**config.mk**
```make
export PLATFORM = sky130hd
export DESIGN_NAME = load_store_unit_flat
export DESIGN_NICKNAME = d
export VERILOG_FILES = /design/src/rtl/lsu_pkg.sv /design/src/rtl/lsu_if.sv /design/src/rtl/lsu_lane_align.sv /design/src/rtl/load_store_unit.sv /design/src/flat_wrapper.sv
export SDC_FILE = /design/constraint.sdc
export NUM_CORES = 1
export LEC_CHECK = 0
export BUFFER_PORTS_ARGS = -buffer_cell sky130_fd_sc_hd__buf_4
export CAP_MARGIN = 40
export CORE_UTILIZATION = 54
export DETAILED_ROUTE_END_ITERATION = 16
export PLACE_DENSITY = 0.86
export SYNTH_ARGS = -nofsm -noshare
export SYNTH_HDL_FRONTEND = slang
export SYNTH_SLANG_ARGS = --single-unit
```
**constraint.sdc**
```tcl
create_clock -name clk -period 4.16 [get_ports clk]
set_input_delay 0 -clock clk [delete_from_list [all_inputs] [get_ports clk]]
set_output_delay 0 -clock clk [all_outputs]
set_load 0.02 [all_outputs]
```
**src/rtl/lsu_pkg.sv**
```systemverilog
// Shared constants, state encoding and funct3 legality helper for the load/store unit.
package lsu_pkg;

  localparam logic [2:0] F3_B  = 3'b000;
  localparam logic [2:0] F3_H  = 3'b001;
  localparam logic [2:0] F3_W  = 3'b010;
  localparam logic [2:0] F3_BU = 3'b100;
  localparam logic [2:0] F3_HU = 3'b101;

  localparam logic [3:0] BE_BYTE = 4'b0001;
  localparam logic [3:0] BE_HALF = 4'b0011;
  localparam logic [3:0] BE_WORD = 4'b1111;

  localparam int unsigned RSP_TIMEOUT_DEF = 15;

  typedef enum logic [1:0] {
    ST_IDLE = 2'd0,
    ST_REQ  = 2'd1,
    ST_WAIT = 2'd2,
    ST_DONE = 2'd3
  } lsu_state_e;

  // Stores only know signless sizes; loads add the unsigned byte/half variants.
  function automatic logic f3_legal(input logic [2:0] f3, input logic is_store);
    logic ok;
    if (is_store) begin
      ok = (f3 == F3_B) || (f3 == F3_H) || (f3 == F3_W);
    end else begin
      ok = (f3 == F3_B) || (f3 == F3_H) || (f3 == F3_W) || (f3 == F3_BU) || (f3 == F3_HU);
    end
    return ok;
  endfunction

endpackage

```
**src/rtl/lsu_if.sv**
```systemverilog
// Data-memory request/response bundle between the load/store unit (master) and memory (slave).
interface lsu_if;
  logic        dm_req_valid;
  logic        dm_req_ready;
  logic        dm_we;
  logic [31:0] dm_addr;
  logic [3:0]  dm_be;
  logic [31:0] dm_wdata;
  logic        dm_rsp_valid;
  logic [31:0] dm_rsp_data;

  modport master (
    output dm_req_valid, dm_we, dm_addr, dm_be, dm_wdata,
    input  dm_req_ready, dm_rsp_valid, dm_rsp_data
  );

  modport slave (
    input  dm_req_valid, dm_we, dm_addr, dm_be, dm_wdata,
    output dm_req_ready, dm_rsp_valid, dm_rsp_data
  );
endinterface

```
**src/rtl/lsu_lane_align.sv**
```systemverilog
// Combinational byte-lane steering: store byte enables / replicated data and load extraction.
module lsu_lane_align
  import lsu_pkg::*;
(
  input  logic [2:0]  i_funct3,
  input  logic [1:0]  i_off,
  input  logic [31:0] i_store_data,
  input  logic [31:0] i_rsp_word,
  output logic [3:0]  o_be,
  output logic [31:0] o_wdata,
  output logic [31:0] o_load_data
);

  logic [31:0] w_shifted;

  // Size-dependent lane selection; funct3[2] selects zero extension.
  always_comb begin
    o_be        = 4'b0000;
    o_wdata     = 32'h0000_0000;
    o_load_data = 32'h0000_0000;
    w_shifted   = i_rsp_word >> {i_off, 3'b000};
    case (i_funct3[1:0])
      2'b00: begin
        o_be    = BE_BYTE << i_off;
        o_wdata = {4{i_store_data[7:0]}};
        if (i_funct3[2]) begin
          o_load_data = {24'h00_0000, w_shifted[7:0]};
        end else begin
          o_load_data = {{24{w_shifted[7]}}, w_shifted[7:0]};
        end
      end
      2'b01: begin
        o_be    = BE_HALF << i_off;
        o_wdata = {2{i_store_data[15:0]}};
        if (i_funct3[2]) begin
          o_load_data = {16'h0000, w_shifted[15:0]};
        end else begin
          o_load_data = {{16{w_shifted[15]}}, w_shifted[15:0]};
        end
      end
      2'b10: begin
        o_be        = BE_WORD;
        o_wdata     = i_store_data;
        o_load_data = w_shifted;
      end
      default: begin
        o_be        = 4'b0000;
        o_wdata     = 32'h0000_0000;
        o_load_data = 32'h0000_0000;
      end
    endcase
  end

endmodule

```
**src/rtl/load_store_unit.sv**
```systemverilog
// MEM-stage data-memory initiator with alignment, extension and response timeout.
// Define LSU_MISALIGN_TRAP_EN to turn misaligned half/word accesses into error completions.
module load_store_unit
  import lsu_pkg::*;
#(
  parameter int unsigned RSP_TIMEOUT = RSP_TIMEOUT_DEF
) (
  input  logic        clk,
  input  logic        reset,
  input  logic        req_valid,
  input  logic        Mem_Read_in,
  input  logic        Mem_Write_in,
  input  logic [2:0]  funct3_in,
  input  logic [31:0] ALU_Results_in,
  input  logic [31:0] Write_Data_in,
  output logic        stall_out,
  output logic        done_out,
  output logic        err_out,
  output logic [31:0] Read_data,
  lsu_if.master       dm
);

  localparam logic [7:0] TIMEOUT_C = 8'(RSP_TIMEOUT);

  lsu_state_e  r_state;
  lsu_state_e  w_next;
  logic [7:0]  r_cnt;
  logic [2:0]  r_funct3;
  logic [1:0]  r_addr_lo;
  logic        r_we;
  logic        r_done;
  logic        r_err;
  logic [31:0] r_read_data;
  logic        r_dm_req_valid;
  logic        r_dm_we;
  logic [31:0] r_dm_addr;
  logic [3:0]  r_dm_be;
  logic [31:0] r_dm_wdata;

  logic        w_access;
  logic        w_trap;
  logic        w_err;
  logic        w_dir_we;
  logic [7:0]  w_cnt_next;
  logic        w_timeout;
  logic [2:0]  w_src_f3;
  logic [1:0]  w_src_lo;
  logic [1:0]  w_off;
  logic [3:0]  w_be;
  logic [31:0] w_wdata;
  logic [31:0] w_load_data;

  assign w_access   = req_valid & (Mem_Read_in | Mem_Write_in);
  assign w_cnt_next = r_cnt + 8'd1;
  assign w_timeout  = (w_cnt_next == TIMEOUT_C);
  assign w_src_f3   = (r_state == ST_IDLE) ? funct3_in : r_funct3;
  assign w_src_lo   = (r_state == ST_IDLE) ? ALU_Results_in[1:0] : r_addr_lo;
  assign w_dir_we   = (r_state == ST_IDLE) ? Mem_Write_in : r_we;
  assign stall_out  = (r_state == ST_REQ) || (r_state == ST_WAIT) ||
                      ((r_state == ST_IDLE) && w_access);

  // Misalignment detection on the incoming request; only fatal when the trap is built in.
  always_comb begin
`ifdef LSU_MISALIGN_TRAP_EN
    w_trap = ((funct3_in[1:0] == 2'b01) && ALU_Results_in[0]) ||
             ((funct3_in[1:0] == 2'b10) && (ALU_Results_in[1:0] != 2'b00));
`else
    w_trap = 1'b0;
`endif
  end

  // Low address bits are forced down to the access size; trapped accesses never reach memory.
  always_comb begin
    case (w_src_f3[1:0])
      2'b00:   w_off = w_src_lo;
      2'b01:   w_off = {w_src_lo[1], 1'b0};
      default: w_off = 2'b00;
    endcase
  end

  lsu_lane_align u_align (
    .i_funct3     (w_src_f3),
    .i_off        (w_off),
    .i_store_data (Write_Data_in),
    .i_rsp_word   (dm.dm_rsp_data),
    .o_be         (w_be),
    .o_wdata      (w_wdata),
    .o_load_data  (w_load_data)
  );

  // Next-state logic; a handshake in the same cycle as the timeout wins.
  always_comb begin
    w_next = r_state;
    w_err  = 1'b0;
    case (r_state)
      ST_IDLE: begin
        if (w_access) begin
          if (!f3_legal(funct3_in, Mem_Write_in) || w_trap) begin
            w_next = ST_DONE;
            w_err  = 1'b1;
          end else begin
            w_next = ST_REQ;
          end
        end else begin
          w_next = ST_IDLE;
        end
      end
      ST_REQ: begin
        if (dm.dm_req_ready) begin
          w_next = r_we ? ST_DONE : ST_WAIT;
        end else if (w_timeout) begin
          w_next = ST_DONE;
          w_err  = 1'b1;
        end else begin
          w_next = ST_REQ;
        end
      end
      ST_WAIT: begin
        if (dm.dm_rsp_valid) begin
          w_next = ST_DONE;
        end else if (w_timeout) begin
          w_next = ST_DONE;
          w_err  = 1'b1;
        end else begin
          w_next = ST_WAIT;
        end
      end
      ST_DONE: w_next = ST_IDLE;
      default: w_next = ST_IDLE;
    endcase
  end

  // State, timeout counter, latched request and registered outputs.
  always_ff @(posedge clk) begin
    if (reset) begin
      r_state        <= ST_IDLE;
      r_cnt          <= 8'd0;
      r_funct3       <= 3'b000;
      r_addr_lo      <= 2'b00;
      r_we           <= 1'b0;
      r_done         <= 1'b0;
      r_err          <= 1'b0;
      r_read_data    <= 32'h0000_0000;
      r_dm_req_valid <= 1'b0;
      r_dm_we        <= 1'b0;
      r_dm_addr      <= 32'h0000_0000;
      r_dm_be        <= 4'b0000;
      r_dm_wdata     <= 32'h0000_0000;
    end else begin
      r_state <= w_next;
      r_done  <= (w_next == ST_DONE);
      r_err   <= (w_next == ST_DONE) && w_err;
      if ((w_next == ST_DONE) && !w_dir_we) begin
        r_read_data <= w_err ? 32'h0000_0000 : w_load_data;
      end else begin
        r_read_data <= r_read_data;
      end
      if ((r_state == ST_REQ) || (r_state == ST_WAIT)) begin
        r_cnt <= w_cnt_next;
      end else begin
        r_cnt <= 8'd0;
      end
      if ((r_state == ST_IDLE) && w_access) begin
        r_funct3  <= funct3_in;
        r_addr_lo <= ALU_Results_in[1:0];
        r_we      <= Mem_Write_in;
      end else begin
        r_funct3  <= r_funct3;
        r_addr_lo <= r_addr_lo;
        r_we      <= r_we;
      end
      if ((r_state == ST_IDLE) && (w_next == ST_REQ)) begin
        r_dm_req_valid <= 1'b1;
        r_dm_we        <= Mem_Write_in;
        r_dm_addr      <= {ALU_Results_in[31:2], 2'b00};
        r_dm_be        <= w_be;
        r_dm_wdata     <= w_wdata;
      end else if ((r_state == ST_REQ) && (w_next != ST_REQ)) begin
        r_dm_req_valid <= 1'b0;
      end else begin
        r_dm_req_valid <= r_dm_req_valid;
      end
    end
  end

  assign done_out        = r_done;
  assign err_out         = r_err;
  assign Read_data       = r_read_data;
  assign dm.dm_req_valid = r_dm_req_valid;
  assign dm.dm_we        = r_dm_we;
  assign dm.dm_addr      = r_dm_addr;
  assign dm.dm_be        = r_dm_be;
  assign dm.dm_wdata     = r_dm_wdata;

endmodule
```
**src/flat_wrapper.sv**
```systemverilog
// flat-port wrapper written by rule: the top's interface ports become plain ports
module load_store_unit_flat import lsu_pkg::*;
#(
  parameter int unsigned RSP_TIMEOUT = RSP_TIMEOUT_DEF
)
  (clk, reset, req_valid, Mem_Read_in, Mem_Write_in, funct3_in, ALU_Results_in, Write_Data_in, stall_out, done_out, err_out, Read_data, dm_dm_req_valid, dm_dm_we, dm_dm_addr, dm_dm_be, dm_dm_wdata, dm_dm_req_ready, dm_dm_rsp_valid, dm_dm_rsp_data);
  lsu_if dm_i ();
  input  logic clk;
  input  logic reset;
  input  logic req_valid;
  input  logic Mem_Read_in;
  input  logic Mem_Write_in;
  input  logic [2:0] funct3_in;
  input  logic [31:0] ALU_Results_in;
  input  logic [31:0] Write_Data_in;
  output logic stall_out;
  output logic done_out;
  output logic err_out;
  output logic [31:0] Read_data;
  output wire logic [$bits(dm_i.dm_req_valid)-1:0] dm_dm_req_valid;
  output wire logic [$bits(dm_i.dm_we)-1:0] dm_dm_we;
  output wire logic [$bits(dm_i.dm_addr)-1:0] dm_dm_addr;
  output wire logic [$bits(dm_i.dm_be)-1:0] dm_dm_be;
  output wire logic [$bits(dm_i.dm_wdata)-1:0] dm_dm_wdata;
  input wire logic [$bits(dm_i.dm_req_ready)-1:0] dm_dm_req_ready;
  input wire logic [$bits(dm_i.dm_rsp_valid)-1:0] dm_dm_rsp_valid;
  input wire logic [$bits(dm_i.dm_rsp_data)-1:0] dm_dm_rsp_data;
  assign dm_dm_req_valid = dm_i.dm_req_valid;
  assign dm_dm_we = dm_i.dm_we;
  assign dm_dm_addr = dm_i.dm_addr;
  assign dm_dm_be = dm_i.dm_be;
  assign dm_dm_wdata = dm_i.dm_wdata;
  assign dm_i.dm_req_ready = dm_dm_req_ready;
  assign dm_i.dm_rsp_valid = dm_dm_rsp_valid;
  assign dm_i.dm_rsp_data = dm_dm_rsp_data;
  load_store_unit #(.RSP_TIMEOUT(RSP_TIMEOUT)) u_core (.clk(clk), .reset(reset), .req_valid(req_valid), .Mem_Read_in(Mem_Read_in), .Mem_Write_in(Mem_Write_in), .funct3_in(funct3_in), .ALU_Results_in(ALU_Results_in), .Write_Data_in(Write_Data_in), .stall_out(stall_out), .done_out(done_out), .err_out(err_out), .Read_data(Read_data), .dm(dm_i));
endmodule
```
==> out/qor.yml <==
worstMarginPinSlew_ps: 961
path_delay_family: "buffers and inverters"
post-cts-setup-buffer-count: 0
cts_num_sinks: 118
async_reset_ff_share_pct: 0
viasPerCell: 6.62
hold_path.class: "input pin to register"
finalCriticalPeriod_ps: 3760
cts_buffer_depth: 2
maxSlewViolCount: 0
crit_path_max_fanout: 32
num_rows: 37
ys_warn_count: 0
critical_path_class: "register to register"
stdcell_area_mm2: 0.00907
antenna_cells: 0
grt_pass1_vias: 7084
ant_nets: 0
htreeDepth: 4
area_delta_synth_final_pct: 52.4
syn_area_mm2: 0.00595
synth.area.mux_share_pct: 3.32
nFillCells: 524
vdd_drop_max_v: 0.000301
via_count: 7318
gp_congestion: 0.854
p_per_area_mw_per_mm2: 409
crit_chain: "inv_1 > ha_1 > nor4b_2 > a31o_1 > buf_4 > nand2_1 > nand3_1 > dlygate4sd3_1 > o21ai_0 > dlygate4sd3_1 > o31ai_1"
grt_pass1_wl_um: 36700
placed_cell_area_mm2: 0.00747
use_met2_pct: 69.7
critical-path-max-stage-delay_ps: 580
worstPathBufferInverterCount: 4
drc: 0
io_pins: 211
setup_viol: 0
ys_ff_latch: 118
cts-root-buf: "clkbuf_8"
final_cell_mix: "buf_4 (224), dfxtp_1 (118), dlygate4sd3_1 (101), a21oi_1 (86), nand2_1 (61)"
port_buffers: 208
layout_commonest_cell: "buf_4"
nets: 1069
clkSlewWorstSetupHoldPaths_ps: 60
crit_path_start_kind: "register"
hold_buffers: 101
dr.pass1.iters: 7
drive_above_1_share_pct: 31.2
tritoncts: "done"
dieArea_mm2: 0.0114
drv_cap: 0
grt_max_degree: 78
use_met1_pct: 47.4
use_met3_pct: 9.12
grt.busiest_layer: "met2"
slowest_stage: "dlygate4sd3_1"
ys_seq_area_share_pct: 39.7
critPathCaptureType: "register"
synth_xor_area_share_pct: 0.588
cp_common_cell: "dlygate4sd3_1"
synth_edf_count: 0
stdcell_count: 1106
ctsResizeCount: 0
synth_top_area_cell: "dfxtp_1"
dp.cells: 973
die_y_um: 107
power_uw: 3710
start_util_pct: 56.6
finClkSkew_ps: 6.71
hold_viol_final: 0
cts_buffers: 17
post_drt_wl_per_cell_um: 21.5
synth.avg_cell_area_um2: 8.63
synthCells: 690
synth-simple-area-share_pct: 12.5
drt_iter0_drc: 1087
synth_compound_area_share_pct: 35.7
place_hpwl_um: 12900
synthAdderAreaFrac_pct: 1.26
fin_setup_tns_ps: 0
synth_top_family_by_area: "compound AO/OA/AOI/OAI gates"
ys_types: 57
maxSlewHeadroom_pct: 35.8
synthFlopType: "dfxtp_1"
antenna_found_initial: 0
gr-total-overflow: 0
fmax_mhz: 266
synth_area_leaders: "dfxtp_1 (40%), a21oi_1 (7.2%), o21ai_0 (5.0%)"
post-route-period-util_pct: 90.3
arrival_ps: 4200
track_usage_pct: 41.0
fp.dieW_um: 107
required_ps: 4600
wirelength_um: 23800
clock_latency_ps: 530
core_region_area_mm2: 0.0105
rsz0062_at_grt: "no"
p_leak_uw: 0.00371
status: "finished, final reports clean"
synth_top_area_share_pct: 39.7
registers in the layout (all words and copies together) (netlist names):
name and cells:
u_core.r_funct3 3, u_core.dm.dm_we 1, u_core.r_addr_lo 2, u_core.dm.dm_wdata 32
u_core.Read_data 32, u_core.dm.dm_req_valid 1, u_core.r_we 1, u_core.dm.dm_be 4
u_core.err_out 1, u_core.r_state 2, u_core.dm.dm_addr 30, u_core.r_cnt 8
u_core.done_out 1
where the power goes:
part	switching [uW]	internal (uW)	leakage (uW)
clock network	593	884	0.000284
logic	586	396	0.00247
registers	49.9	1200	0.000961
metrics by stage:
| stage | hold WS (ps) | utilization [%] | worst slack [ps] |
|---|---|---|---|
| final | 12.3 | 86.3 | 405 |
| after global routing | 7.77 | 86.3 | 192 |
| after floorplan | 79.7 | - | 1470 |
| after detailed placement | 271 | 71.1 | 817 |
| after CTS | 1.69 | 86.3 | 596 |
| after global placement | 266 | 70.9 | 979 |
worst reg2reg max path: stages, from the launching register on:
cell	delay (ps)
dfxtp_1	470
inv_1	150
ha_1	480
nor4b_2	410
a31o_1	210
buf_4	330
nand2_1	130
nand3_1	110
dlygate4sd3_1	550
o21ai_0	80
dlygate4sd3_1	580
o31ai_1	180
final timing paths:
check,from,to,slack (ps),cells after the start
hold / removal,dm_dm_rsp_data[20],u_core.Read_data[12],10,5
setup / recovery,u_core.r_state[0],u_core.Read_data[2],400,11
setup reg to reg,u_core.r_state[0],u_core.Read_data[2],400,11
hold reg to reg,u_core.r_addr_lo[0],u_core.r_addr_lo[0],460,2
cells in the mapped netlist, types with 13 or more instances:
library cell  count
dfxtp_1         118
a21oi_1          86
nand2_1          61
o21ai_0          60
clkbuf_1         53
nand3_1          51
a211oi_1         35
o311ai_0         27
o31ai_2          21
a22oi_1          16
buf_2            15
nor2_1           15
mux2i_1          13
cell type report:
cell class / instances / area (um^2) / share of cell area [%]
multi-input combinational: 486 / 3210 / 35.4
timing repair buffer: 326 / 2710 / 29.9
sequential: 118 / 2360 / 26.0
clock buffer: 18 / 428 / 4.72
tap: 136 / 170 / 1.88
clock inverter: 14 / 163 / 1.79
inverter: 8 / 30.0 / 0.331
cell families after synthesis:
logic type               Yosys count
XOR/XNOR                           4
buffers and inverters             87
adder cells (fa/ha/maj)            6
AO/OA/AOI/OAI                    301
multiplexers                      18
other                              1
AND/OR/NAND/NOR                  155
flip-flops                       118
routing by layer:
metal / vias up / share of wire (%) / routed length, um
met3: 144 / 10 / 2370
met4: 0 / 5.6 / 1340
met5: - / 0 / 0
met1: 3421 / 36 / 8510
met2: 585 / 49 / 11600
li1: 3168 / - / -
No activity file was read; power rests on OpenSTA's default activity.
